File: config.mk
export PLATFORM = sky130hd
export DESIGN_NAME = quad_dec_cntr
export DESIGN_NICKNAME = d
export VERILOG_FILES = /design/src/rtl/quad_dec_cntr.sv
export SDC_FILE = /design/constraint.sdc
export NUM_CORES = 1
export LEC_CHECK = 0
export CAP_MARGIN = 20
export CORE_MARGIN = 2
export CORE_UTILIZATION = 38
export CTS_CLUSTER_DIAMETER = 50
export DETAILED_ROUTE_END_ITERATION = 10
export SLEW_MARGIN = 20
export SYNTH_ARGS = -nofsm -noshare
export SYNTH_HDL_FRONTEND = slang
export SYNTH_SLANG_ARGS = --single-unit
File: constraint.sdc
create_clock -name clk -period 3.48 [get_ports clk]
set_input_delay 0.522 -clock clk [delete_from_list [all_inputs] [get_ports clk]]
set_output_delay 0.522 -clock clk [all_outputs]
set_load 0.005 [all_outputs]
File: src/rtl/quad_dec_cntr.sv
// Quadrature decoder with a wrapping up/down position counter.
// The A/B inputs are synchronized, sampled on a prescaled tick and
// debounced before the accepted state is decoded into step/direction.
module quad_dec_cntr #(
   parameter int CNT_W      = 8,
   parameter int SAMPLE_DIV = 4,
   parameter int FILT       = 3
) (
   input  logic             clk,
   input  logic             rst,
   input  logic             a_in,
   input  logic             b_in,
   input  logic             clr,
   input  logic             err_clr,
   output logic [CNT_W-1:0] pos,
   output logic             step,
   output logic             up_dn,
   output logic             err
);

   localparam int PW = (SAMPLE_DIV > 1) ? $clog2(SAMPLE_DIV) : 1;
   localparam int FW = $clog2(FILT + 1);
   localparam logic [PW-1:0] PRESC_MAX = PW'(SAMPLE_DIV - 1);
   localparam logic [FW-1:0] FCNT_MAX  = FW'(FILT);
   localparam logic [FW-1:0] FCNT_PRE  = FW'(FILT - 1);
   localparam logic [FW-1:0] FCNT_ONE  = FW'(1);

   // Bit 1 carries phase A, bit 0 carries phase B, so {a,b} reads naturally.
   logic [1:0] raw_in;
   logic [1:0] sync1_q;
   logic [1:0] sync2_q;

   assign raw_in = {a_in, b_in};

   // Two-flop synchronizer, one chain per encoder phase.
   for (genvar gi = 0; gi < 2; gi++) begin : g_sync
      always_ff @(posedge clk) begin
         if (rst) begin
            sync1_q[gi] <= 1'b0;
            sync2_q[gi] <= 1'b0;
         end else begin
            sync1_q[gi] <= raw_in[gi];
            sync2_q[gi] <= sync1_q[gi];
         end
      end
   end

   // Prescaler: tick fires on the last count of each sample period.
   logic [PW-1:0] presc_q, presc_d;
   logic          tick;

   assign tick = (presc_q == PRESC_MAX);

   always_comb begin
      presc_d = tick ? '0 : presc_q + PW'(1);
   end

   always_ff @(posedge clk) begin
      if (rst) presc_q <= '0;
      else     presc_q <= presc_d;
   end

   // Debounce filter: a sample must repeat FILT ticks in a row to be accepted.
   logic [1:0]    cand_q, cand_d;
   logic [FW-1:0] fcnt_q, fcnt_d;
   logic [1:0]    filt_q, filt_d;

   always_comb begin
      cand_d = cand_q;
      fcnt_d = fcnt_q;
      filt_d = filt_q;
      if (tick) begin
         if (sync2_q != cand_q) begin
            cand_d = sync2_q;
            fcnt_d = FCNT_ONE;
         end else if (fcnt_q == FCNT_PRE) begin
            fcnt_d = FCNT_MAX;
            filt_d = cand_q;
         end else if (fcnt_q < FCNT_PRE) begin
            fcnt_d = fcnt_q + FCNT_ONE;
         end
      end
   end

   always_ff @(posedge clk) begin
      if (rst) begin
         cand_q <= '0;
         fcnt_q <= '0;
         filt_q <= '0;
      end else begin
         cand_q <= cand_d;
         fcnt_q <= fcnt_d;
         filt_q <= filt_d;
      end
   end

   // Decoder state and outputs.
   logic [1:0]       prev_q, prev_d;
   logic             primed_q, primed_d;
   logic [CNT_W-1:0] pos_q, pos_d;
   logic             step_q, step_d;
   logic             up_dn_q, up_dn_d;
   logic             err_q, err_d;
   logic [1:0]       nxt_up;
   logic [1:0]       nxt_dn;
   logic             err_set;

   // Neighbouring states of prev in the up (00->10->11->01) and down direction.
   always_comb begin
      nxt_up = 2'b00;
      nxt_dn = 2'b00;
      case (prev_q)
         2'b00: begin nxt_up = 2'b10; nxt_dn = 2'b01; end
         2'b10: begin nxt_up = 2'b11; nxt_dn = 2'b00; end
         2'b11: begin nxt_up = 2'b01; nxt_dn = 2'b10; end
         default: begin nxt_up = 2'b00; nxt_dn = 2'b11; end
      endcase
   end

   // Step/direction decode, position update, clear and sticky error.
   always_comb begin
      prev_d   = prev_q;
      primed_d = primed_q;
      pos_d    = pos_q;
      step_d   = 1'b0;
      up_dn_d  = up_dn_q;
      err_set  = 1'b0;
      if (!primed_q) begin
         // First accepted state only seeds prev, so non-zero inputs at
         // start-up do not count as a step.
         if (fcnt_q == FCNT_MAX) begin
            prev_d   = filt_q;
            primed_d = 1'b1;
         end
      end else begin
         prev_d = filt_q;
         if (filt_q == nxt_up) begin
            step_d  = 1'b1;
            up_dn_d = 1'b1;
            pos_d   = pos_q + CNT_W'(1);
         end else if (filt_q == nxt_dn) begin
            step_d  = 1'b1;
            up_dn_d = 1'b0;
            pos_d   = pos_q - CNT_W'(1);
         end else if (filt_q == ~prev_q) begin
            err_set = 1'b1;
         end
      end
      // Clear wins over a count, but step/up_dn still report the step.
      if (clr) pos_d = '0;
      if (err_set)      err_d = 1'b1;
      else if (err_clr) err_d = 1'b0;
      else              err_d = err_q;
   end

   always_ff @(posedge clk) begin
      if (rst) begin
         prev_q   <= '0;
         primed_q <= 1'b0;
         pos_q    <= '0;
         step_q   <= 1'b0;
         up_dn_q  <= 1'b0;
         err_q    <= 1'b0;
      end else begin
         prev_q   <= prev_d;
         primed_q <= primed_d;
         pos_q    <= pos_d;
         step_q   <= step_d;
         up_dn_q  <= up_dn_d;
         err_q    <= err_d;
      end
   end

   assign pos   = pos_q;
   assign step  = step_q;
   assign up_dn = up_dn_q;
   assign err   = err_q;

endmodule

Word-level counts from Yosys, hierarchy flattened:

Index checks and enable logic that the tools add are counted.

* input port bits: 6
* word-level logic and storage cells: 64
* bits in registers: 26

* equality and inequality tests: 9
* add/sub/neg operators: 4
* reduce and logical (&&, ||, !) cells: 12
* magnitude comparators: 1
* muxes and demuxes: 21
* bitwise gates (word level): 3

Operators by type and width (number)
* $mux 8: 2
* $mux 1: 12
* $pmux 2 s3: 2
* $eq 2x2->1 const B: 5
* $mux 2: 5
* $add 8x1->8 const B: 1
* $sub 8x1->8 const B: 1
* $eq 2x2->1: 3
* $reduce_and 2->1: 3
* $reduce_bool 2->1: 3
* $reduce_or 2->1: 3
* $add 2x1->2 const B: 2
* $reduce_and 3->1: 1
* $reduce_bool 3->1: 1
* $logic_not 2->1: 1
* $lt 2x2->1 const B: 1
* $ne 2x2->1: 1
* $not 1->1: 2
* $not 2->2: 1

Logic depth before layout (Yosys ltp):

* depth after elaboration: 7
* depth in mapped cells: 9

Worst setup path after synthesis:

No wires, ideal clock.

* path type: register to register
* start: reg filt_q[0]
* end: reg pos_q[6], in the netlist pos[6]
* slack: 1286 ps
* data arrival time: 2072 ps
* setup time: 122 ps
* period minus slack after synthesis: 2194 ps
* data required time: 3358 ps
* cell stages (with the launch flop): 10
* path through: dfxtp_1 > xor2_1 > nor2_1 > inv_1 > fa_1 > a211oi_1 > o21bai_1 > a21oi_1 > nor4_1 > a311o_1

* cells in the longest elaborated chain, start to end: 3
* elaborated cells between the ends (all ways): 5
* those cells by class: eq/ne (2); mux (1); reduce/logical (2)

RTL lines
* start, declared: line 66 `logic [1:0] filt_q, filt_d;`
* start signal, assigned: line 93 `filt_q <= filt_d;`
* $eq 2x2->1, on equally long branches: line 137, 141
* $reduce_bool 2->1 (no source line)
* $reduce_and 2->1 (no source line)
* end signal, assigned: line 167 `pos_q <= pos_d;`
* end, declared: line 100 `logic [CNT_W-1:0] pos_q, pos_d;`

Several ways; a longest one is shown, not always the timed one.
A chain may end at the register's enable or synchronous reset.

Worst setup path after layout:

* start: reg filt_q[0]
* end: reg pos_q[7], in the netlist pos[7]

Same word-level chain as after synthesis.

==> key figures <==
Cells and area
  – N_diodes: 0
  – Synth-to-Final Area Change: 18.9%
  – Final Core Density: 46.2%
  – Final instance area: around 1500 sq um
  – Layout net count: around 170
  – Layout cell share with drive strength beyond 1: under 10%

Die
  – Die area: 3840 sq um
  – Starting Density: 38.9%
  – Placeable Area: 3280 sq um
  – Die Span Y: 62.0 microns
  – I/O pins: 17
  – Die width: 62.0 microns
  – Number of cell rows: 21

Timing
  – Final hold vios: 0
  – Number of setup violations in the final report: 0
  – Slew @ Worst Pin: roughly 410 ps
  – Max Fclk: 405 MHz
  – Period utilisation layout: 70.9%
  – Rel. slew slack: between 70% and 80%
  – Setup_tns: 0 ps
  – Max-slew violations: 0
  – Clock Skew: 8.69 ps
  – Fin crit period: 2470 ps
  – RSZ-0062 raised after global routing: false

Pwr
  – Internal Pwr Total: roughly 430 uW
  – Total Power: 544 uW
  – Leakage: 0.619 nW
  – Switch share: 20.1%
  – NetSw: between 100 and 150 uW
  – Pwr/cell area: between 300 and 400 nW/um^2
  – Combinational Power Share: 5.0%
  – Sequential fraction of design power: 56.5%
  – Worst vdd ir: 0.000234 V
  – Clock power frac: 38.5%

Global routing
  – First-pass GRT wire length: around 3.7 mm
  – M1 GR Usage: approximately 17%
  – Initial antenna violation count: 0
  – Largest net degree at the start of global routing: 21
  – Vias in the first global route: between 800 and 900
  – Gr usage total: 13.1%
  – Overflow after GRT: 0
  – Met2 Resource Use GR: 20.7%
  – Grt peak-use layer: met2
  – Met3 Resource Use GR: 4.35%

Synthesis
  – Syn Std Cell Area: 1280 sq um
  – Mux cell area share after synthesis: 4.70%
  – Post-synthesis cell count: 140
  – Post-Synth Adder-Cell Area: 10.4%
  – Post-synthesis compound-gate area fraction: 15.0%
  – Simple-gate share of the synthesized area: between 10% and 20%
  – Unique cell type count in the Yosys netlist: 37
  – Seq/Total Area, Yosys: 40.7%
  – Synth Area in XOR/XNOR: approximately 7.5%
  – Main combinational cell family by area after synthesis: simple AND/OR/NAND/NOR gates
  – Avg Cell Area, Syn: about 9 sq um
  – Post-Syn Nets: 156
  – Synth Register Bits: 26
  – Synth warn: 0

Critical path
  – Crit path launch type: register
  – Critical Path, Cell by Cell: xor2_1, nor2_1, inv_1, ha_1, a21oi_1, a211oi_1, or3_1, a21oi_2, mux2i_1
  – CP top delay family: simple AND/OR/NAND/NOR gates
  – Req. time, crit path: 3760 ps
  – Crit. End Element: register
  – Crit path max-delay cell type: ha_1
  – Crit path kind: register to register
  – Buffers plus inverters on the worst setup path: 1
  – CP max stage delay: 380 ps
  – Worst-path fanout max: 7
  – Worst path arrival time: 2750 ps

Clock tree
  – CTS Sinks: 26
  – Post-CTS Resized: 0
  – CTS Buf Count: 3
  – Clock transition at the registers of the reported paths: 150 ps
  – Worst-Skew Late Latency: 330 ps
  – Clk root buf: clkbuf_4
  – Htree depth: 1
  – CTS Buffer Depth: 2
  – CTS tree: yes
  – Post-CTS Setup Bufs: 0
  – # hold bufs at CTS: 0

Flow run
  – Maxcap violations: 0

Placed design
  – DP Area: 1470 sq um
  – Final HPWL from detailed placement: 1.68 mm
  – Number of port buffers: 16
  – RD Place Congestion: 0.868

Status
  – Status: finished, final reports clean

Route
  – Vias: around 980
  – Antenna Nets Post-Route: 0
  – Routed vias/inst: 4.87
  – Starting DRT DRC Count: 25
  – Drt wl/cell: around 11 microns
  – DRC: 0
  – First-pass iteration count of the detailed router: 4
  – Wirelength, routed: 2.17 mm

Worst hold path
  – HP Class: register to register
path summary, 6_finish.rpt:
check	startpoint	end	slack, ps	cells past startpoint
min reg2reg	presc_q[0]$_SDFF_PP0_	presc_q[0]$_SDFF_PP0_	450	1
min	presc_q[0]$_SDFF_PP0_	presc_q[0]$_SDFF_PP0_	450	1
max reg2reg	filt_q[0]$_SDFFE_PP0P_	pos[7]$_SDFFE_PP0P_	1010	9
max	filt_q[0]$_SDFFE_PP0P_	pos[7]$_SDFFE_PP0P_	1010	9
cells in the final DEF, fill, tap and decap left out, types with 3 or more instances in the layout:
cell	count
a21oi_1	13
clkbuf_4	3
clkdlybuf4s50_1	16
dfxtp_1	26
ha_1	9
inv_1	4
mux2i_1	6
nand2_1	9
nand3_1	4
nor2_1	15
nor2b_1	5
nor3_1	4
o21ai_0	6
xnor2_1	4
xor2_1	7
kinds of logic (layout without fill, tap and decap cells):
kind of cell	count (synthesis)	after routing
xor gates and xnor gates	11	11
DFF	26	26
adders and majority gates	10	10
buffers and inverters	10	25
AOI/OAI and AO/OA	31	31
and+or+nand+nor	46	46
muxes	6	6
cell usage after synthesis:
cell type,count,area [sq um]
a21oi_2,1,8.76
dfxtp_1,26,521
nor4b_1,1,8.76
a211oi_1,2,15.0
nor3_1,4,20.0
xnor2_1,4,35.0
o21a_1,1,7.51
xor2_1,7,61.3
buf_6,1,11.3
buf_2,2,10.0
o21bai_1,1,7.51
a22oi_1,1,7.51
mux2i_1,6,60.1
or2_2,1,6.26
nand3_1,4,20.0
nor3b_1,1,7.51
nor2_1,15,56.3
or3_1,2,12.5
a21o_1,2,15.0
a21oi_1,13,65.1
ha_1,9,113
o21ai_0,6,30.0
or4_1,1,7.51
a211o_1,1,8.76
o31ai_1,1,7.51
clkbuf_1,1,3.75
buf_1,1,3.75
inv_1,4,15.0
nor4_1,1,6.26
nor2b_1,5,31.3
fa_1,1,20.0
nand2_2,1,6.26
buf_4,1,7.51
a311o_1,1,10.0
nand2_1,9,33.8
and2b_2,1,8.76
o2111ai_1,1,8.76
area by class of cell:
| type | instances | area [sq um] |
|---|---|---|
| Clock buffer | 3 | 22.5 |
| Sequential cell | 26 | 520 |
| Timing Repair Buffer | 17 | 168 |
| Inverter | 4 | 15.0 |
| Tap cell | 46 | 57.6 |
| Clock inverter | 1 | 30.0 |
| Fill cell | 307 | 1770 |
| Multi-Input combinational cell | 104 | 706 |
power groups by stage:
stage / Combinational [mW] / Clock (mW) / Sequential (mW)
4_1_cts: 0.0277 / 0.214 / 0.307
5_1_grt: 0.0313 / 0.222 / 0.308
2_1_floorplan: 0.0180 / 0 / 0.313
6_report: 0.0271 / 0.209 / 0.307
3_5_place_dp: 0.0277 / 0 / 0.314
3_3_place_gp: 0.0260 / 0 / 0.313
routing by layer:
layer | up-vias | share of wire, %
met5 | - | 0
met4 | 0 | 1.5
met3 | 4 | 3.9
met2 | 20 | 46
met1 | 438 | 48
li1 | 517 | -
sequential cells by signal (all words and copies together) (netlist names):
name,count
sync1_q,2
up_dn,1
primed_q,1
prev_q,2
step,1
err,1
filt_q,2
presc_q,2
sync2_q,2
cand_q,2
pos,8
fcnt_q,2
worst register-to-register path, delay by kind of cell (launching register included):
kind | cells | cell delay, ps
buffers and inverters | 1 | 190
AOI/OAI and AO/OA | 3 | 560
adders and majority gates | 1 | 380
muxes | 1 | 190
xor gates and xnor gates | 1 | 170
DFF | 1 | 370
and+or+nand+nor | 2 | 560
stage by stage:
stage	setup slack [ps]	std cells	hold slack [ps]
floorplan	1290	140	408
global placement	1040	197	415
detailed placement	1060	197	434
CTS	995	201	454
global route	798	201	480
finish	1010	201	454
Note: power is estimated with default switching activity, not from simulation.
